$ cat src/rtl/obi_resp_tracker.sv
// -----------------------------------------------------------------------------
// obi_resp_tracker
//
// Purpose:
//   Response-side companion to the single-register OBI instruction request
//   stage. It counts granted requests that are still waiting for a response,
//   throttles new issues when MAX_OUTSTANDING are in flight, and forwards
//   memory responses to the core through one register stage. On
//   clear_pipeline, every response belonging to a request already issued is
//   silently discarded, so the core only sees responses to post-flush fetches.
//
// Handshake semantics (single point of documentation):
//   - A request is accepted on a cycle where mem_req_i & mem_gnt_i is high.
//     mem_req_i is expected to already include issue_allow_o upstream.
//   - A response is consumed on any cycle where mem_rvalid_i is high and at
//     least one request is outstanding. There is no ready on the response
//     path: the core must take core_rvalid_o/core_rdata_o on the cycle it is
//     shown. core_rvalid_o is a one-cycle pulse per delivered response.
//
// Parameters:
//   MAX_OUTSTANDING  max in-flight granted requests (1..15)
//   DATA_WIDTH       rdata width
//
// Ports:
//   clk_i            clock, rising edge
//   rst_i            asynchronous active-high reset
//   clear_pipeline   flush; drops responses of all already-issued requests
//   mem_req_i        request presented to memory
//   mem_gnt_i        memory grant
//   mem_rvalid_i     memory response valid
//   mem_rdata_i      memory response data
//   core_rvalid_o    registered response valid to the core
//   core_rdata_o     registered response data to the core
//   issue_allow_o    high when another request may be granted
//   outstanding_o    current outstanding count
//
// Optional feature (macro OBI_RESP_TRACKER_ERR_EN):
//   mem_rerr_i / core_rerr_o carry a response error bit through the same
//   register and drop rules; proto_err_o is a sticky flag set on response
//   underflow or on an accept while full, cleared only by rst_i.
// -----------------------------------------------------------------------------
module obi_resp_tracker #(
  parameter int unsigned MAX_OUTSTANDING = 2,
  parameter int unsigned DATA_WIDTH      = 32,
  localparam int unsigned CW             = $clog2(MAX_OUTSTANDING + 1)
) (
  input  logic                  clk_i,
  input  logic                  rst_i,
  input  logic                  clear_pipeline,
  input  logic                  mem_req_i,
  input  logic                  mem_gnt_i,
  input  logic                  mem_rvalid_i,
  input  logic [DATA_WIDTH-1:0] mem_rdata_i,
`ifdef OBI_RESP_TRACKER_ERR_EN
  input  logic                  mem_rerr_i,
  output logic                  core_rerr_o,
  output logic                  proto_err_o,
`endif
  output logic                  core_rvalid_o,
  output logic [DATA_WIDTH-1:0] core_rdata_o,
  output logic                  issue_allow_o,
  output logic [CW-1:0]         outstanding_o
);

  localparam logic [CW-1:0] MAX_CNT = CW'(MAX_OUTSTANDING);

  logic [CW-1:0]         out_cnt_q, out_cnt_d;
  logic [CW-1:0]         drop_cnt_q, drop_cnt_d;
  logic                  rvalid_q;
  logic [DATA_WIDTH-1:0] rdata_q;

  logic accept, retire, full, accept_eff, resp_fire;

  assign accept = mem_req_i & mem_gnt_i;
  // Responses with nothing outstanding (e.g. to pre-reset requests) are ignored.
  assign retire = mem_rvalid_i & (out_cnt_q != '0);
  assign full   = (out_cnt_q == MAX_CNT);
  // An accept while full only counts if a retire frees a slot in the same cycle.
  assign accept_eff = accept & (~full | retire);

  assign out_cnt_d = out_cnt_q + CW'(accept_eff) - CW'(retire);

  // Flush reloads the drop count with everything still in flight after this
  // cycle's events, so a request accepted in the flush cycle is dropped too.
  always_comb begin
    drop_cnt_d = drop_cnt_q;
    if (clear_pipeline) begin
      drop_cnt_d = out_cnt_d;
    end else if (retire && (drop_cnt_q != '0)) begin
      drop_cnt_d = drop_cnt_q - CW'(1);
    end
  end

  // A response arriving in the flush cycle is dropped even if drop_cnt is 0.
  assign resp_fire = retire & (drop_cnt_q == '0) & ~clear_pipeline;

  always_ff @(posedge clk_i or posedge rst_i) begin
    if (rst_i) begin
      out_cnt_q  <= '0;
      drop_cnt_q <= '0;
      rvalid_q   <= 1'b0;
      rdata_q    <= '0;
    end else begin
      out_cnt_q  <= out_cnt_d;
      drop_cnt_q <= drop_cnt_d;
      rvalid_q   <= resp_fire;
      if (resp_fire) begin
        rdata_q <= mem_rdata_i;
      end
    end
  end

`ifdef OBI_RESP_TRACKER_ERR_EN
  logic rerr_q, proto_err_q;

  always_ff @(posedge clk_i or posedge rst_i) begin
    if (rst_i) begin
      rerr_q      <= 1'b0;
      proto_err_q <= 1'b0;
    end else begin
      if (resp_fire) begin
        rerr_q <= mem_rerr_i;
      end
      if ((mem_rvalid_i && (out_cnt_q == '0)) || (accept && full && !retire)) begin
        proto_err_q <= 1'b1;
      end
    end
  end

  assign core_rerr_o = rerr_q;
  assign proto_err_o = proto_err_q;
`endif

  assign core_rvalid_o = rvalid_q;
  assign core_rdata_o  = rdata_q;
  assign issue_allow_o = ~full;
  assign outstanding_o = out_cnt_q;

endmodule

$ cat config.mk
export PLATFORM = sky130hd
export DESIGN_NAME = obi_resp_tracker
export DESIGN_NICKNAME = d
export VERILOG_FILES = /design/src/rtl/obi_resp_tracker.sv
export SDC_FILE = /design/constraint.sdc
export NUM_CORES = 1
export LEC_CHECK = 0
export BUFFER_PORTS_ARGS = -buffer_cell sky130_fd_sc_hd__buf_2
export CAP_MARGIN = 20
export CORE_UTILIZATION = 47
export CTS_BUF_LIST = sky130_fd_sc_hd__clkbuf_4
export DETAILED_ROUTE_END_ITERATION = 10
export PLACE_DENSITY_LB_ADDON = 0.05
export SYNTH_ARGS = -nofsm -noshare
export SYNTH_HDL_FRONTEND = slang
export SYNTH_SLANG_ARGS = --single-unit
$ cat constraint.sdc
create_clock -name clk_i -period 2.5 [get_ports clk_i]
set_input_delay 0.25 -clock clk_i [delete_from_list [all_inputs] [get_ports clk_i]]
set_output_delay 0.25 -clock clk_i [all_outputs]
set_load 0.02 [all_outputs]
==> results.md <==
- HP Start: mem_rdata_i[20]
- TNS Setup: 0 ns
- DRT iter0 DRCs: 30
- Syn nets: about 140
- Largest net degree at the start of global routing: 23
- Hold depth: 2
- DRC viols: 0
- TritonCTS clock tree: built
- Post-route cell area: between 1500 and 2000 um2
- Die ar.: approximately 3400 um2
- Overall Global Routing Usage: 0.1823
- Row count: 20
- Mapped cell area: 1488 um2
- PD cells: 1298 nW/um2
- Routed WL per cell: approximately 12 um
- IO Port Bufs: 73
- Register area share after synthesis: 0.6224
- Total Wirelength: ~2.6 mm
- Skew-Pair Late Insertion Delay: 0.33 ns
- Setup crit end kind: flop
- Critical R2R Launch: outstanding_o[1]$_DFF_PP0_
- Worst r2r dst: drop_cnt_q[1]$_DFFE_PP0P_
- Clock sink count: 37
- Initial antenna violation count: 0
- Die W: 58.26 um
- Vias: 1037
- Flop-to-flop setup slack: 0.47 ns
- Worst Skew: 0.006000 ns
- Drt via density: 4.714
- CTS clk-pin slew, worst paths: 0.11 ns
- Period minus WS final: 2.032 ns
- Synth top area cells: dfrtp_1 (62%), mux2_2 (24%), ha_1 (2.5%)
- Max frequency: 492.2 MHz
- Area Overhead vs Synth: 31.88%
- Hold buffers post-CTS: 1
- Post-CTS setup buffers: 0
- Worst-case clock buffer depth: 2
- Worst min path class: in -> reg
- Mapped Avg Cell Area: 15.83 um2
- # diodes: 0
- Final GP Congestion: about 0.75
- First-pass DRT Iterations: 4
- First-pass GRT wire length: approximately 4.4 mm
- WP data arrival: 2.25 ns
- Max Cap Viol: 0
- Layout cells sized above 1: 0.6648
- Post-Syn Instances: 94
- Worst vdd ir: 664.6 uV
- Setup Viol. Count Final: 0
- Yosys cell types: 16
- Initial Util: 0.4913
- Cell with the most instances after synthesis: dfrtp_1
- P_leak: 1.010 nW
- Final hold violation count: 0
- Clk root buf: clkbuf_4
- Die Ht: 58.26 um
- Pwr Total: 2.547 mW
- GRT overflow: 0
- Resize count post-CTS: 0
- # nets final: ~220
- Worst Max-Slew Pin Slew: 0.6043 ns
- Number of synthesized register bits: 37
- Final ANT Viol Nets: 0
- Outcome: finished, final reports clean
- Max FO, Critical Path: 6
- Leading area contributor after synthesis: dfrtp_1
- WP data required: 2.72 ns
- Kind of critical path: reg -> reg
- Worst setup SP type: flop
- RSZ-0062 raised after global routing: no
- Worst r2r path cells: 8
- Max_slew headroom: 0.5967
- Vias in the first global route: 1048
- Post-synth top flop: dfrtp_1
- CTS Buf Count: 5
- Yosys top cell area share: 0.6224
- Post-synth top cells: dfrtp_1 (37), mux2_2 (32), inv_1 (6), buf_6 (3), ha_1 (3)
- Fin. max-slew vios: 0
- Placed Area: ~1900 um2
- CTS H-tree depth: 2
- Asr flop ratio synth: 1.000
- Hold Path Sink: core_rdata_o[20]$_DFFE_PP0P_
- Core Box Area: 3028 um2
- I/O pins: 74
- EDFF count, synth: 0
- Yosys warns: 0
- Tcrit/Tclk final: 0.8127
-- sequential cells by signal, summed over array words and instances, names as in the netlist --
register / flops
outstanding_o: 2
drop_cnt_q: 2
core_rvalid_o: 1
core_rdata_o: 32
-- power by group --
group / switching, mW / leakage [nW] / total [mW] / internal, mW
combinational: 0.679 / 0.533 / 1.22 / 0.537
sequential: 0.142 / 0.445 / 1.04 / 0.897
clock: 0.187 / 0.0326 / 0.293 / 0.106
-- cell families after synthesis --
family,Yosys count,synth area share
flops,37,0.6224
buf+inv,9,0.03784
compound gates,5,0.02859
xor+xnor,2,0.01178
fa+ha+maj,3,0.02523
mux,32,0.2422
simple gates,6,0.03196
-- cell type report --
| type | count | area (um2) |
|---|---|---|
| Inverter | 6 | 22.52 |
| Fill cell | 243 | 1066 |
| Clock buffer | 5 | 37.54 |
| Timing Repair Buffer | 77 | 397.9 |
| Tap cell | 44 | 55.05 |
| Multi-Input combinational cell | 48 | 505.5 |
| Sequential cell | 37 | 925.9 |
| Clock inverter | 3 | 17.52 |
-- placed cells by master (no fill, tap or decap), types with 2 or more instances in the layout --
cell / instances
mux2_2: 32
inv_1: 6
xnor2_1: 2
buf_4: 3
clkbuf_4: 5
o211ai_1: 2
buf_2: 73
ha_1: 3
dfrtp_1: 37
-- how the worst max path moves through the flow --
stage	startpoint	to	slack, ns
2_1_floorplan	outstanding_o[0]$_DFF_PP0_	drop_cnt_q[1]$_DFFE_PP0P_	0.49
3_3_place_gp	outstanding_o[1]$_DFF_PP0_	drop_cnt_q[1]$_DFFE_PP0P_	0.57
3_5_place_dp	outstanding_o[1]$_DFF_PP0_	drop_cnt_q[1]$_DFFE_PP0P_	0.47
4_1_cts	outstanding_o[1]$_DFF_PP0_	drop_cnt_q[1]$_DFFE_PP0P_	0.45
5_1_grt	outstanding_o[1]$_DFF_PP0_	drop_cnt_q[1]$_DFFE_PP0P_	0.29
6_report	outstanding_o[1]$_DFF_PP0_	drop_cnt_q[1]$_DFFE_PP0P_	0.47
-- critical path: stages, from the launching register on --
cell	delay (ns)
dfrtp_1	0.43
o21ai_2	0.30
inv_1	0.08
ha_1	0.29
inv_1	0.04
ha_1	0.18
xnor2_1	0.19
xnor2_1	0.12
a211o_1	0.30
-- through the flow --
step	hold slack [ns]	util	instances	setup slack, ns
CTS	0.1164	0.6479	220	0.4509
finish	0.1386	0.6479	220	0.4683
floorplan	0.3657	-	94	0.4896
global route	0.1116	0.6479	220	0.2895
detailed placement	0.3554	0.6264	211	0.4713
global placement	0.3311	0.6264	211	0.5653
-- per-layer routing --
layer  part of all wire  wire length [um]  track usage
met1               0.39              1035       0.1953
met2               0.52              1363       0.3103
met3              0.066               175      0.05580
met4              0.024                63       0.1190
met5                  0                 0            0
Note: power is estimated with default switching activity, not from simulation.
